$ cat src/rtl/lmu_pchinfo_buf_if.sv
`default_nettype none
// ============================================================================
//  Module   : lmu_pchinfo_buf_if
//  Purpose  : Push/pop bundle between the patch-info producer, the buffer
//             and the LMU consumer.
//  Revision : 1.0  initial release
// ============================================================================
interface lmu_pchinfo_buf_if #(
    parameter int DEPTH      = 16,
    parameter int PCHTYPE_BW = 3,
    parameter int FACEBD_BW  = 1,
    parameter int OPCODE_BW  = 8,
    parameter int PCHINFO_BW = PCHTYPE_BW + FACEBD_BW + 2*OPCODE_BW
);
    logic                      in_valid;
    logic [PCHINFO_BW-1:0]     in_pchinfo;
    logic                      in_last;
    logic                      in_ready;
    logic                      pchinfo_pop;
    logic                      pchinfo_valid;
    logic [PCHTYPE_BW-1:0]     pchtype;
    logic [FACEBD_BW-1:0]      facebd_n;
    logic [OPCODE_BW-1:0]      pchop0;
    logic [OPCODE_BW-1:0]      pchop1;
    logic                      pchinfo_rdlast;
    logic [$clog2(DEPTH):0]    grp_cnt;
    logic                      buf_err;

    modport master (
        output in_valid, in_pchinfo, in_last, pchinfo_pop,
        input  in_ready, pchinfo_valid, pchtype, facebd_n, pchop0, pchop1,
        input  pchinfo_rdlast, grp_cnt, buf_err
    );

    modport slave (
        input  in_valid, in_pchinfo, in_last, pchinfo_pop,
        output in_ready, pchinfo_valid, pchtype, facebd_n, pchop0, pchop1,
        output pchinfo_rdlast, grp_cnt, buf_err
    );
endinterface
`default_nettype wire

$ cat src/rtl/lmu_pchinfo_buf.sv
`default_nettype none
// ============================================================================
//  Module   : lmu_pchinfo_buf
//  Purpose  : Patch-info FIFO that only presents entries to the LMU once a
//             complete instruction group is held. Optional protocol-error
//             detection is compiled in with macro LMU_PCHBUF_ERR_EN.
//  Revision : 1.0  initial release
// ============================================================================
module lmu_pchinfo_buf #(
    parameter int DEPTH      = 16,
    parameter int PCHTYPE_BW = 3,
    parameter int FACEBD_BW  = 1,
    parameter int OPCODE_BW  = 8,
    parameter int PCHINFO_BW = PCHTYPE_BW + FACEBD_BW + 2*OPCODE_BW
) (
    input  logic               clk,
    input  logic               rst,
    lmu_pchinfo_buf_if.slave   bus
);
    localparam int c_AW = $clog2(DEPTH);
    localparam int c_CW = c_AW + 1;

    typedef enum logic [1:0] {
        ST_EMPTY = 2'd0,
        ST_HOLD  = 2'd1,
        ST_READY = 2'd2,
        ST_DRAIN = 2'd3
    } state_t;

    // Each entry carries the payload with the group-last flag in bit 0
    logic [PCHINFO_BW:0]  r_mem [DEPTH];
    logic [c_AW-1:0]      r_wr_ptr;
    logic [c_AW-1:0]      r_rd_ptr;
    logic [c_CW-1:0]      r_count;
    logic [c_CW-1:0]      r_grp_cnt;
    state_t               r_state;
    logic                 r_valid;

    logic                 w_full;
    logic                 w_push;
    logic                 w_pop;
    logic [PCHINFO_BW:0]  w_head;
    logic                 w_head_last;
    logic [c_CW-1:0]      w_count_nxt;
    logic [c_CW-1:0]      w_grp_nxt;
    logic [PCHINFO_BW-1:0] w_entry;

    assign w_full      = (r_count == c_CW'(DEPTH));
    assign w_push      = bus.in_valid & ~w_full;
    assign w_pop       = bus.pchinfo_pop & r_valid;
    assign w_head      = r_mem[r_rd_ptr];
    assign w_head_last = w_head[0];

    always_comb begin
        w_count_nxt = r_count;
        w_grp_nxt   = r_grp_cnt;
        if (w_push && !w_pop)
            w_count_nxt = r_count + c_CW'(1);
        else if (!w_push && w_pop)
            w_count_nxt = r_count - c_CW'(1);
        if ((w_push && bus.in_last) && !(w_pop && w_head_last))
            w_grp_nxt = r_grp_cnt + c_CW'(1);
        else if (!(w_push && bus.in_last) && (w_pop && w_head_last))
            w_grp_nxt = r_grp_cnt - c_CW'(1);
    end

    always_ff @(posedge clk) begin
        if (w_push)
            r_mem[r_wr_ptr] <= {bus.in_pchinfo, bus.in_last};
    end

    always_ff @(posedge clk) begin
        if (rst) begin
            r_wr_ptr  <= '0;
            r_rd_ptr  <= '0;
            r_count   <= '0;
            r_grp_cnt <= '0;
            r_state   <= ST_EMPTY;
            r_valid   <= 1'b0;
        end else begin
            if (w_push) r_wr_ptr <= r_wr_ptr + c_AW'(1);
            if (w_pop)  r_rd_ptr <= r_rd_ptr + c_AW'(1);
            r_count   <= w_count_nxt;
            r_grp_cnt <= w_grp_nxt;
            // A group in progress stays in DRAIN until its last entry leaves
            if ((r_state == ST_DRAIN && !(w_pop && w_head_last)) ||
                (r_state == ST_READY && w_pop && !w_head_last)) begin
                r_state <= ST_DRAIN;
                r_valid <= 1'b1;
            end else if (w_grp_nxt != '0) begin
                r_state <= ST_READY;
                r_valid <= 1'b1;
            end else if (w_count_nxt != '0) begin
                r_state <= ST_HOLD;
                r_valid <= 1'b0;
            end else begin
                r_state <= ST_EMPTY;
                r_valid <= 1'b0;
            end
        end
    end

    assign w_entry            = r_valid ? w_head[PCHINFO_BW:1] : '0;
    assign {bus.pchtype, bus.facebd_n, bus.pchop0, bus.pchop1} = w_entry;
    assign bus.pchinfo_rdlast = r_valid & w_head_last;
    assign bus.pchinfo_valid  = r_valid;
    assign bus.in_ready       = ~w_full;
    assign bus.grp_cnt        = r_grp_cnt;

`ifdef LMU_PCHBUF_ERR_EN
    logic r_buf_err;

    // Full with no complete group can never drain: flag it as deadlock
    always_ff @(posedge clk) begin
        if (rst)
            r_buf_err <= 1'b0;
        else if ((bus.pchinfo_pop && !r_valid && r_state == ST_DRAIN) ||
                 (w_full && r_grp_cnt == '0))
            r_buf_err <= 1'b1;
    end

    assign bus.buf_err = r_buf_err;
`else
    assign bus.buf_err = 1'b0;
`endif

endmodule
`default_nettype wire

$ cat src/flat_wrapper.sv
// flat-port wrapper written by rule: the top's interface ports become plain ports
module lmu_pchinfo_buf_flat 
#(
    parameter int DEPTH      = 16,
    parameter int PCHTYPE_BW = 3,
    parameter int FACEBD_BW  = 1,
    parameter int OPCODE_BW  = 8,
    parameter int PCHINFO_BW = PCHTYPE_BW + FACEBD_BW + 2*OPCODE_BW
)
  (clk, rst, bus_in_valid, bus_in_pchinfo, bus_in_last, bus_pchinfo_pop, bus_in_ready, bus_pchinfo_valid, bus_pchtype, bus_facebd_n, bus_pchop0, bus_pchop1, bus_pchinfo_rdlast, bus_grp_cnt, bus_buf_err);
  lmu_pchinfo_buf_if #(.DEPTH(DEPTH), .PCHTYPE_BW(PCHTYPE_BW), .FACEBD_BW(FACEBD_BW), .OPCODE_BW(OPCODE_BW), .PCHINFO_BW(PCHINFO_BW)) bus_i ();
  input  logic clk;
  input  logic rst;
  input wire logic [$bits(bus_i.in_valid)-1:0] bus_in_valid;
  input wire logic [$bits(bus_i.in_pchinfo)-1:0] bus_in_pchinfo;
  input wire logic [$bits(bus_i.in_last)-1:0] bus_in_last;
  input wire logic [$bits(bus_i.pchinfo_pop)-1:0] bus_pchinfo_pop;
  output wire logic [$bits(bus_i.in_ready)-1:0] bus_in_ready;
  output wire logic [$bits(bus_i.pchinfo_valid)-1:0] bus_pchinfo_valid;
  output wire logic [$bits(bus_i.pchtype)-1:0] bus_pchtype;
  output wire logic [$bits(bus_i.facebd_n)-1:0] bus_facebd_n;
  output wire logic [$bits(bus_i.pchop0)-1:0] bus_pchop0;
  output wire logic [$bits(bus_i.pchop1)-1:0] bus_pchop1;
  output wire logic [$bits(bus_i.pchinfo_rdlast)-1:0] bus_pchinfo_rdlast;
  output wire logic [$bits(bus_i.grp_cnt)-1:0] bus_grp_cnt;
  output wire logic [$bits(bus_i.buf_err)-1:0] bus_buf_err;
  assign bus_i.in_valid = bus_in_valid;
  assign bus_i.in_pchinfo = bus_in_pchinfo;
  assign bus_i.in_last = bus_in_last;
  assign bus_i.pchinfo_pop = bus_pchinfo_pop;
  assign bus_in_ready = bus_i.in_ready;
  assign bus_pchinfo_valid = bus_i.pchinfo_valid;
  assign bus_pchtype = bus_i.pchtype;
  assign bus_facebd_n = bus_i.facebd_n;
  assign bus_pchop0 = bus_i.pchop0;
  assign bus_pchop1 = bus_i.pchop1;
  assign bus_pchinfo_rdlast = bus_i.pchinfo_rdlast;
  assign bus_grp_cnt = bus_i.grp_cnt;
  assign bus_buf_err = bus_i.buf_err;
  lmu_pchinfo_buf #(.DEPTH(DEPTH), .PCHTYPE_BW(PCHTYPE_BW), .FACEBD_BW(FACEBD_BW), .OPCODE_BW(OPCODE_BW), .PCHINFO_BW(PCHINFO_BW)) u_core (.clk(clk), .rst(rst), .bus(bus_i));
endmodule
$ cat config.mk
export PLATFORM = sky130hd
export DESIGN_NAME = lmu_pchinfo_buf_flat
export DESIGN_NICKNAME = d
export VERILOG_FILES = /design/src/rtl/lmu_pchinfo_buf_if.sv /design/src/rtl/lmu_pchinfo_buf.sv /design/src/flat_wrapper.sv
export SDC_FILE = /design/constraint.sdc
export NUM_CORES = 1
export LEC_CHECK = 0
export ABC_CLOCK_PERIOD_IN_PS = 4740
export BUFFER_PORTS_ARGS = -buffer_cell sky130_fd_sc_hd__buf_4
export CAP_MARGIN = 10
export CORE_MARGIN = 4
export CORE_UTILIZATION = 30
export DETAILED_ROUTE_END_ITERATION = 16
export GPL_ROUTABILITY_DRIVEN = 0
export PLACE_DENSITY = 0.5
export SYNTH_ARGS = -nofsm -noshare
export SYNTH_HDL_FRONTEND = slang
export SYNTH_SLANG_ARGS = --single-unit
$ cat constraint.sdc
create_clock -name clk -period 4.74 [get_ports clk]
set_input_delay 0.474 -clock clk [delete_from_list [all_inputs] [get_ports clk]]
set_output_delay 0.474 -clock clk [all_outputs]
set_load 0.01 [all_outputs]
==> results of run 1 <==
==> through the flow <==
stage | hold WS (ns) | utilization | area [um^2] | instances | setup slack, ns
final | 0.227 | 0.358 | 16700 | 1410 | 1.12
after global routing | 0.215 | 0.358 | 16700 | 1410 | 0.899
after CTS | 0.189 | 0.358 | 16700 | 1410 | 1.01
after detailed placement | 0.479 | 0.332 | 15500 | 1337 | 1.59
after global placement | 0.497 | 0.332 | 15500 | 1337 | 1.61
after floorplan | 0.468 | - | 14200 | 692 | 1.15
==> sequential cells by signal (all words and copies together), names as in the netlist, named ones only <==
signal,cells
u_core.r_rd_ptr,4
u_core.r_wr_ptr,4
u_core.r_state,1
u_core.r_count,5
u_core.bus.pchinfo_valid,1
u_core.bus.grp_cnt,5
u_core.r_mem,336
==> final cells by class <==
| class | count | area, um^2 | area share |
|---|---|---|---|
| clock inverter | 22 | 140 | 0.00838 |
| inverter | 13 | 48.8 | 0.00292 |
| timing repair buffer | 74 | 568 | 0.0340 |
| sequential | 360 | 10600 | 0.633 |
| clock buffer | 51 | 1080 | 0.0649 |
| tap | 607 | 759 | 0.0454 |
| multi-input combinational | 283 | 3550 | 0.212 |
==> synthesized netlist by cell type (3+ instances only) <==
library cell	n
sky130_fd_sc_hd__edfxtp_1	336
sky130_fd_sc_hd__mux4_2	101
sky130_fd_sc_hd__and2_1	28
sky130_fd_sc_hd__nand2_1	26
sky130_fd_sc_hd__nor2_1	26
sky130_fd_sc_hd__dfxtp_1	24
sky130_fd_sc_hd__clkbuf_1	20
sky130_fd_sc_hd__buf_1	13
sky130_fd_sc_hd__inv_1	13
sky130_fd_sc_hd__ha_1	9
sky130_fd_sc_hd__nand3_1	7
sky130_fd_sc_hd__nor3_1	7
sky130_fd_sc_hd__a21oi_1	6
sky130_fd_sc_hd__o21ai_0	6
sky130_fd_sc_hd__xnor2_1	6
sky130_fd_sc_hd__mux2i_1	5
sky130_fd_sc_hd__nand4_1	5
sky130_fd_sc_hd__xor2_1	5
sky130_fd_sc_hd__nor4_1	4
sky130_fd_sc_hd__mux2_1	3
sky130_fd_sc_hd__nor2b_1	3
==> how the worst max path moves through the flow <==
stage | start | to | slack (ns) | cells past startpoint
after floorplan | u_core.r_count[0]$_SDFF_PP0_ | u_core.r_mem[0][0]$_DFFE_PP_ | 1.15 | 5
after global placement | flip-flop | bus_pchop0[5] | 1.61 | 5
after detailed placement | flip-flop | u_core.bus.pchinfo_valid$_SDFF_PP0_ | 1.59 | 7
after CTS | flip-flop | bus_pchop0[5] | 1.01 | 5
after global routing | flip-flop | bus_pchop0[5] | 0.90 | 5
final | flip-flop | bus_pchop0[3] | 1.12 | 5
==> power by group through the flow <==
stage	logic (mW)	clock network, mW	registers [mW]
after floorplan	0.554	0	3.66
after global placement	0.811	0	3.71
after detailed placement	0.814	0	3.71
after CTS	0.815	2.99	3.64
after global routing	0.870	3.12	3.65
final	0.795	2.90	3.64
==> cells by family (layout without fill, tap and decap cells) <==
kind of cell	after synthesis	in the layout
buffers and inverters	49	160
adder cells (fa/ha/maj)	9	9
other	1	1
AND/OR/NAND/NOR	119	119
AO/OA/AOI/OAI	31	31
XOR/XNOR	11	11
multiplexers	112	112
flip-flops	360	360
==> layer usage <==
layer  up-vias  share of wire  GRT usage
met2       125           0.47      0.201
met4         0          0.020     0.0383
met5         -              0          0
met1      3571           0.47      0.181
li1       3005              -          -
met3        41          0.043     0.0234
==> metrics list, run 1 <==
- The worst path needs approximately 3.6 ns of the cycle, external delays included.
- Asr flop ratio synth: 0
* Setup repair bufs after CTS: 0
* MaxCap Viol Count: 0
* Combinational Power Share: 0.108
* Antenna diode count: 0
* Total via count after detailed routing: 6742
- Clock skew: 0.0157 ns
- Post-synthesis to final-layout area growth: 17.4%
- Post-Synth Simple-Gate Area: 0.0437
- For this run, the leading register cell type out of synthesis is sky130_fd_sc_hd__edfxtp_1.
- Family with the most delay on the worst path: multiplexers
- Required time at the endpoint of the critical path: 4.27 ns
- Across every metal layer, demand over resource in global routing totals 0.127.
- The pre-antenna-repair detailed-routing pass consisted of 4 iterations.
- The total count of hold-check failures in the final report is 0.
* Fraction of final layout cells sized beyond drive strength 1: 0.321
* Post-Syn Area: ~14000 um^2
* Std cell rows: 79
* Setup repair after global routing missed its margin: no
* Detailed-route wire length per cell: ~23 um
* Reg2Reg Capture Point: u_core.r_mem[11][8]$_DFFE_PP_
- The tightest min-delay check is of the in -> reg type.
- Setup Total Neg Slack: 0 ns
- Number of nets with antenna violations after detailed routing: 0
- For this design the total switching power over the nets is between 1.5 and 2 mW.
- Worst setup slack for register-to-register paths: 1.60 ns
* Buffers plus inverters on the worst setup path: 2
- Count of cells resized by post-cts repair: 0
- Number of fillers in the final layout: 4324
- Die area: 51000 um^2
- The worst-case IR drop observed on VDD is around 0.00019 V.
- The share of synthesized area in the top cell type comes to 0.708.
- In this run the tool buffered the top-level ports with 52 buffer cells.
- Dividing the final minimum period by the clock period gives 0.764.
* Kind of end point of the critical path: primary output
* Arrival time worst endpoint: 3.15 ns
* Remaining design rule violation count: 0
* H-tree depth: 2
- At the pin with the least slew margin, the transition time is 1.07 ns.
- Counting instances, the worst hold path has a depth of 1.
- For this run the aggregate overflow at the end of global routing stands at 0.
- The initial utilization of the core area, before any placement, comes to 0.305.
* R2R cell count: 7
* Width of the chip: 226 um
* Yosys top cell by area: sky130_fd_sc_hd__edfxtp_1
* Wire length of the first global-routing pass: 47.5 mm
* Cell Pwr Density: 439 nW/um^2
- Count of mapped cells out of synthesis: around 690
- Total power for the finished layout comes to between 7 and 8 mW.
- Num Clock Sinks: 360
* Most common cell after layout, fill and taps aside: sky130_fd_sc_hd__edfxtp_1
- Cell at the slowest stage of the critical path: sky130_fd_sc_hd__dfxtp_4
* Vias in the first global route: 7136
- The number of hold buffers added after CTS was 0.
- The analysis attributes to cell leakage a power of between 5 and 6 nW.
* Final Net Count: 806
- Clock slew at the register clock pins of the worst setup and hold paths: around 0.060 ns
* Pins over their slew limit: 0
* Portion of netlist area occupied by mux cells: 0.168
* Number of buffers inserted during clock tree synthesis: 40
- The initial antenna violation count is 0.
* Ordered list of cells on the worst path: buf_4 > mux4_2 > mux4_2 > and2_1 > buf_4
- The path with the worst hold slack has its endpoint at u_core.r_mem[14][19]$_DFFE_PP_.
- Critical path class: reg -> out
- Hpwl dp: 17.4 mm
- The synthesized design contains 360 register bits.
- Of the total synthesized cell area, the portion taken by full adders, half adders and majority gates is 0.00791.
- In the layout the commonest cells are 336 x sky130_fd_sc_hd__edfxtp_1, 101 x sky130_fd_sc_hd__mux4_2, 73 x sky130_fd_sc_hd__buf_4.
* R2R Path Start: u_core.r_count[0]$_SDFF_PP0_
* Clock network latency to the later pin of the worst-skew pair: 0.55 ns
- Clock Power Share: 0.396
* Root Driver: sky130_fd_sc_hd__clkbuf_16
- In this run, the number of DRC markers left after iteration 0 of detailed routing was 589.
* Net count of the mapped netlist: 726
- The largest single stage delay on the critical path is 0.78 ns.
- Counting flops with a built-in enable in the synthesized netlist gives 336.
- Height of the die: 226 um
* Pint: 5.64 mW
- The compound-gate portion of the synthesized area is 0.0168.
- Area of the placeable core: around 47000 um^2
* Worst rel slew slack: 0.289
* Portion of total power attributed to sequential cells: 0.496
* Drt via density: 4.78
- Clock tree buffer depth: 3
* IO Pins: 54
- TritonCTS built the clock tree.
- The worst hold path begins at bus_in_pchinfo[18].
- Switching fraction of total power: 0.232
- Kind of launch point of the worst setup path: flip-flop
- Cells taking the most area after synthesis: sky130_fd_sc_hd__edfxtp_1 71%, sky130_fd_sc_hd__mux4_2 16%, sky130_fd_sc_hd__dfxtp_1 3.4%
* Largest family of logic cells by synthesized area: multiplexers
- Outcome: completed
- In this run the worst path has a maximum fanout of 35.
- Synth warnings: 0
- The synthesized netlist contains 51 unique library cells.
- Of the total synthesized cell area, the portion taken by XOR and XNOR cells is 0.00676.
* Average instance area after synthesis: 20.6 um^2
* Drt total wl: 32.1 mm
* Largest net degree at the start of global routing: 54
- Sequential area share after synthesis: 0.742
- Setup violations, final: 0
* Upper clock frequency limit: roughly 0.28 GHz
Power figures use the tool's default switching activity.
==> run 2: changes to the inputs <==
- ABC_CLOCK_PERIOD_IN_PS: 4740 -> 3100
- PLACE_DENSITY: 0.5 -> 0.51
- clock period: 4.74 -> 3.1 ns (I/O delays scaled with it)
==> run 2 against run 1 <==
- sequential power rose by 52%
- largest cell class unchanged
- final cell count rose by 0.71%
- die area stayed put
- setup slack lost 1.0 ns
- critical endpoint is now bus_pchop1[6]
==> metrics list, run 2 (same netlist as run 1, synthesis figures left out) <==
* Outcome: completed
- The residual antenna-violating net count after detailed routing was 0 (unchanged).
* Worst setup slack for register-to-register paths: 0.44 ns (-1.16 ns)
* Initial cell density of the core: 0.305 (unchanged)
- Type of the worst min-delay path: in -> reg
- Upper clock frequency limit: 0.336 GHz
* Portion of total power attributed to sequential cells: 0.499 (+0.003)
- Worst Hold Endpoint: u_core.r_mem[1][5]$_DFFE_PP_
- The vertical die dimension was 226 um (unchanged).
* Num Clock Sinks: 360 (unchanged)
* Leakage power summed over all cells: 5.25 nW (+1.2%)
* Clock tree buffer depth: 3 (unchanged)
- Pint: 8.54 mW (+52%)
- Kind of launch point of the worst setup path: flip-flop
* Total grt overflow: 0 (unchanged)
* H-tree depth: 2 (unchanged)
- The setup fix buffers added after clock tree synthesis is 4 (+4).
- CTS tree: yes
* Critical path class: reg -> out
* Arrival time worst endpoint: 2.67 ns (-0.48 ns)
- The count of port buffers added during placement is 52 (unchanged).
- The power per cell area was 654 nW/um^2 (+49%).
- The slowest stage of the critical path is the sky130_fd_sc_hd__mux4_2 cell.
- The overall power consumption came to 11.1 mW (+51%).
- The diode insertion count for antenna repair was 0 (unchanged).
- The logic depth of the worst register-to-register path came to 6 (-1).
* Wire length of the first global-routing pass: 47.9 mm (+0.97%)
* GRT Util Overall: 0.128 (+0.000366)
* Die area: 51000 um^2 (unchanged)
- The number of max-slew violations in the final report is 0 (unchanged).
* Hpwl dp: 17.3 mm (-0.52%)
* Antenna violations before repair: 2 (+2)
* Required time at the endpoint of the critical path: 2.79 ns (-1.48 ns)
- Final Net Count: 821 (+1.9%)
* Width of the chip: 226 um (unchanged)
- The overall via count from detail_route was 6836 (+1.4%).
- Commonest non-fill, non-tap cells in the layout: 336 x sky130_fd_sc_hd__edfxtp_1, 101 x sky130_fd_sc_hd__mux4_2, 81 x sky130_fd_sc_hd__buf_4
* Switching fraction of total power: 0.228 (-0.00420)
- Most common cell after layout, fill and taps aside: sky130_fd_sc_hd__edfxtp_1
* Count of cells resized by post-cts repair: 0 (unchanged)
- Clock slew at the register clock pins of the worst setup and hold paths: 0.06 ns (about the same)
* Std cell rows: 79 (unchanged)
- Slew @ Worst Pin: 0.685 ns (-0.381 ns)
- The number of maximum-capacitance violations was 0 (unchanged).
- Clock skew: 0.0166 ns (+0.000910 ns)
- Detailed router's first-iteration violation count: 568 (-3.6%)
- Final critical path time including I/O delays and setup: 2.98 ns
* Ordered list of cells on the worst path: buf_4 > mux4_2 > mux4_2 > and2_1 > buf_4
- Peak per-stage delay on the critical path: 0.53 ns (-0.25 ns)
- Final Cycle Share: 0.961
- The via count of the first global-routing pass came to 7265 (+1.8%).
- Number of hold buffers added after CTS: 0 (unchanged)
- Clock Power Share: 0.382 (-0.014)
- The count of cells along the worst hold path was 1 (unchanged).
- The maximum number of pins on one net before global-route repair came to 34 (-37%).
- Number of buffers inserted during clock tree synthesis: 39 (-2.5%)
* Max FFs per register: 336 (unchanged)
- The max-slew headroom at the worst pin was 0.542 (+0.253).
- Non-filler instance count after layout: 1420 (+0.71%)
* Post-synthesis to final-layout area growth: 18.7%
- Critical path fanouts, max: 33 (-5.7%)
- The reported net switching power is 2.52 mW (+48%).
- The number of top-level pins came to 54 (unchanged).
- The number of vias per cell after detailed routing is 4.81 (+0.68%).
* VDD IR max: 0.000326 V (+72%)
- Area of the placeable core: 46800 um^2 (unchanged)
* Reg2Reg Capture Point: u_core.bus.pchinfo_valid$_SDFF_PP0_
* Root Driver: sky130_fd_sc_hd__clkbuf_16
- Fraction of final layout cells sized beyond drive strength 1: 0.325 (+0.00343)
- Setup repair after global routing left no endpoint under its margin.
* # placed instances: 1349 (+0.90%)
- Remaining design rule violation count: 0 (unchanged)
- The first-pass iteration count of the detailed router came to 4 (unchanged).
* Final Hold Vio Count: 0 (unchanged)
* Top register by number of flip-flops: u_core.r_mem
- Combinational Power Share: 0.119 (+0.011)
- Min-delay src: bus_in_pchinfo[4]
- Clock network latency to the later pin of the worst-skew pair: 0.54 ns (about the same)
- Detailed-route wire length per cell: 22.6 um (-0.85%)
- STA classifies the critical path endpoint as a primary output.
- The count of endpoints failing setup in the final report came to 0 (unchanged).
* Drt total wl: 32.0 mm (-0.14%)
==> run 2: cell count changes in the layout (fill, tap and decap cells not counted), moves of 3 or more <==
cell and change:
sky130_fd_sc_hd__buf_12 +8, sky130_fd_sc_hd__clkbuf_16 -3, sky130_fd_sc_hd__nor3_4 +4, sky130_fd_sc_hd__buf_4 +8, sky130_fd_sc_hd__nor3_2 -4, sky130_fd_sc_hd__clkinv_2 -6, sky130_fd_sc_hd__clkbuf_1 +3
==> run 2: critical path: cells and delay by family (launching register included) <==
family / cells / cell delay [ns]
multiplexers: 2 / 0.94
buffers and inverters: 2 / 0.62
flip-flops: 1 / 0.39
AND/OR/NAND/NOR: 1 / 0.19
==> run 2: how the worst max path moves through the flow <==
stage	slack, ns	from	end	cells after the start
3_5_place_dp	0.47	flip-flop	u_core.r_state[0]$_SDFF_PP0_	7
3_3_place_gp	0.50	flip-flop	u_core.r_state[0]$_SDFF_PP0_	7
2_1_floorplan	-0.49	u_core.r_count[0]$_SDFF_PP0_	u_core.r_mem[0][0]$_DFFE_PP_	5
4_1_cts	0.09	flip-flop	bus_pchop1[6]	5
6_report	0.12	flip-flop	bus_pchop1[6]	5
5_1_grt	0.05	flip-flop	bus_pchop1[6]	5
==> run 2: area by class of cell <==
type | count | area, um^2
clock buffer | 53 | 1050
fill | 4336 | 29900
timing repair buffer | 90 | 788
tap | 607 | 759
multi-input combinational | 283 | 3570
sequential | 360 | 10600
inverter | 13 | 48.8
clock inverter | 14 | 105
==> run 2: metrics by stage <==
stage,TNS (ns),util,hold WS (ns),area [um^2],setup slack [ns]
global route,0,0.361,0.0605,16900,0.0487
detailed placement,0,0.336,0.497,15700,0.466
CTS,0,0.361,0.0358,16900,0.0866
global placement,0,0.336,0.479,15700,0.499
floorplan,-41.21,-,0.382,14300,-0.491
finish,0,0.361,0.0615,16900,0.121
==> run 2: metal layers <==
layer	wire, um	GRT usage	vias to the layer above
li1	-	-	3022
met1	14600	0.179	3623
met2	15400	0.204	142
met3	1530	0.0264	47
met4	534	0.0330	2
met5	11	0	-
==> run 2: power by group through the flow <==
stage | Sequential (mW) | Combinational (mW) | Clock (mW)
floorplan | 5.59 | 0.848 | 0
global placement | 5.63 | 1.31 | 0
detailed placement | 5.64 | 1.32 | 0
CTS | 5.52 | 1.35 | 4.34
global route | 5.53 | 1.45 | 4.56
finish | 5.52 | 1.31 | 4.22
==> run 3: changes to the inputs <==
- PLACE_DENSITY: 0.51 -> 0.46
==> run 3 against run 2 <==
- setup slack worse by 0.026 ns
- critical endpoint is now bus_pchop1[0]
- non-clock buffer count down 3
- final area decreased by 0.26%
- fmax shrank 0.86%
- die area is the same
- hold slack improved by 0.0055 ns
- highest routed layer is now met4
- sequential share of layout area up 0.16 points
- sequential power barely moved
==> metrics list, run 3 (same netlist as run 1, synthesis figures left out) <==
- Outcome: completed
- Final Hold Vio Count: 0 (unchanged)
- IO Pins: 54 (unchanged)
- The remaining design rule violation count is 0 (unchanged).
- The max-slew headroom at the worst pin is 0.525 (-0.0177).
* Most common cell after layout, fill and taps aside: sky130_fd_sc_hd__edfxtp_1
* Clock network latency to the later pin of the worst-skew pair: 0.54 ns (about the same)
- Wire length of the first global-routing pass: 48.4 mm (+1.0%)
* GRT Util Overall: 0.130 (+0.00198)
- The worst setup path is launched from a flip-flop.
- The number of flip-flops in the largest register came to 336 (unchanged).
- Cell Pwr Density: 652 nW/um^2 (-0.39%)
- Std cell rows: 79 (unchanged)
- Arrival time worst endpoint: 2.69 ns (+0.02 ns)
- The total congestion overflow came to 0 (unchanged).
* Largest net degree at the start of global routing: 37 (+8.8%)
- The post-route fraction of the period consumed by the critical path came to 0.969 (+0.00829).
* Number of nets with antenna violations after detailed routing: 0 (unchanged)
- MaxCap Viol Count: 0 (unchanged)
- The vertical die dimension came to 226 um (unchanged).
- The portion of total power attributed to sequential cells came to 0.503 (+0.004).
- Type of the worst min-delay path: in -> reg
- Setup Total Neg Slack: 0 ns (unchanged)
- H-tree depth: 2 (unchanged)
* CTS tree: yes
* Final Net Count: 819 (-0.24%)
* IO Port Bufs: 52 (unchanged)
- The switching part of the total is 0.232 (+0.00391).
- More flip-flops sit in one register than any other, and that register is u_core.r_mem.
- The average detailed-routed wire length per instance is 23.2 um (+2.8%).
- Total cell area at the placement stage: 15700 um^2 (unchanged)
* Die area: 51000 um^2 (unchanged)
- The internal power consumption came to 8.44 mW (-1.2%).
- Critical path class: reg -> out
* Required time at the endpoint of the critical path: 2.79 ns (about the same)
- The share of final-layout standard cells stronger than drive strength 1 is 0.330 (+0.00573).
* Commonest non-fill, non-tap cells in the layout: 336 x sky130_fd_sc_hd__edfxtp_1, 101 x sky130_fd_sc_hd__mux4_2, 76 x sky130_fd_sc_hd__buf_4
- The diode insertion count for antenna repair is 0 (unchanged).
- Width of the chip: 226 um (unchanged)
- The first-pass iteration count of the detailed router came to 5 (+1).
* Area of the placeable core: 46800 um^2 (unchanged)
- Antenna violations before repair: 0 (-2)
- The via count of the first global-routing pass was 7548 (+3.9%).
* Slew @ Worst Pin: 0.712 ns (+0.0265 ns)
- The relative contribution of the clock network to total power came to 0.377 (-0.005).
* Combinational Power Share: 0.119 (about the same)
* Detailed router's first-iteration violation count: 683 (+20%)
- Final critical path time including I/O delays and setup: 3.00 ns (+0.0257 ns)
- The worst setup path is captured at a primary output.
* Power spent charging and discharging nets: 2.54 mW (+1.1%)
* Initial cell density of the core: 0.305 (unchanged)
* Post-Layout Inst Area: 16900 um^2 (-0.26%)
- Clock tree synthesis selected as its root buffer the cell sky130_fd_sc_hd__clkbuf_16.
* Critical path fanouts, max: 21 (-36%)
* Drt total wl: 32.9 mm (+2.6%)
* Number of buffers inserted during clock tree synthesis: 40 (+2.6%)
- Drt via density: 4.84 (+0.51%)
* Pins over their slew limit: 0 (unchanged)
- Number of fillers in the final layout: 4294 (-0.97%)
- The highest clock rate is 0.333 GHz (-0.86%).
- The maximum ir drop on the vdd rail is 0.000294 V (-9.9%).
* Clock tree buffer depth: 3 (unchanged)
* Total via count after detailed routing: 6861 (+0.37%)
- The clock slew seen by the registers of the worst setup and hold paths was 0.06 ns (about the same).
- Num Clock Sinks: 360 (unchanged)
* Post-synthesis to final-layout area growth: 18.4%
* Leakage power summed over all cells: 5.25 nW (about the same)
- Clock skew: 0.0133 ns (-0.00338 ns)
- Hpwl dp: 18.7 mm (+8.4%)
- Number of hold buffers added after CTS: 0 (unchanged)
- Setup violations, final: 0 (unchanged)
- Setup repair after global routing missed its margin: no
run 3: final cells by class:
class,count,area [um^2],area share
Inverter,13,48.8,0.00289
Clock inverter,21,109,0.00646
Clock buffer,47,1030,0.0609
Tap cell,607,759,0.0451
Timing Repair Buffer,87,782,0.0464
Multi-Input combinational cell,283,3550,0.211
Sequential cell,360,10600,0.628
run 3: what timing repair did:
item                       4_1_cts  5_1_grt
setup buffers                    0        0
gates resized for setup          0        1
hold endpoints to repair         0        0
setup endpoints to repair        0        2
run 3: path summary, 6_finish.rpt:
check | to | depth (start not counted) | slack (ns) | from
min | u_core.r_mem[0][11]$_DFFE_PP_ | 1 | 0.07 | bus_in_pchinfo[10]
max reg2reg | u_core.r_state[0]$_SDFF_PP0_ | 8 | 0.54 | flip-flop
max | bus_pchop1[0] | 5 | 0.1 | flip-flop
min reg2reg | flip-flop | 2 | 0.51 | u_core.r_rd_ptr[1]$_SDFFE_PP0P_
run 3: worst max-delay path: stages, from the launching register on:
cell and delay [ns]:
sky130_fd_sc_hd__dfxtp_4 0.48, sky130_fd_sc_hd__buf_12 0.25, sky130_fd_sc_hd__mux4_2 0.55, sky130_fd_sc_hd__mux4_2 0.53
sky130_fd_sc_hd__and2_1 0.19, sky130_fd_sc_hd__buf_4 0.14
run 3: power groups by stage:
stage	logic (mW)	clock network, mW	registers, mW
3_3_place_gp	1.31	0	5.62
4_1_cts	1.34	4.28	5.53
2_1_floorplan	0.848	0	5.59
3_5_place_dp	1.34	0	5.63
6_report	1.31	4.14	5.53
5_1_grt	1.42	4.50	5.54
run 3: layer usage:
metal  part of all wire  vias to the layer above  global-route usage
met5                  0                        -                   0
met4              0.020                        0              0.0326
met3              0.044                       52              0.0242
met2               0.50                      175               0.219
met1               0.44                     3610               0.174
li1                   -                     3024                   -
run 3: per-stage QoR:
| stage | power, mW | hold slack (ns) | setup WS [ns] | util | instances |
|---|---|---|---|---|---|
| 2_1_floorplan | 6.44 | 0.382 | -0.491 | - | 692 |
| 3_3_place_gp | 6.92 | 0.468 | 0.578 | 0.336 | 1350 |
| 3_5_place_dp | 6.97 | 0.497 | 0.548 | 0.336 | 1350 |
| 4_1_cts | 11.2 | 0.0316 | 0.0325 | 0.360 | 1418 |
| 5_1_grt | 11.5 | 0.0512 | 0.0107 | 0.361 | 1418 |
| 6_report | 11.0 | 0.0670 | 0.0956 | 0.361 | 1418 |
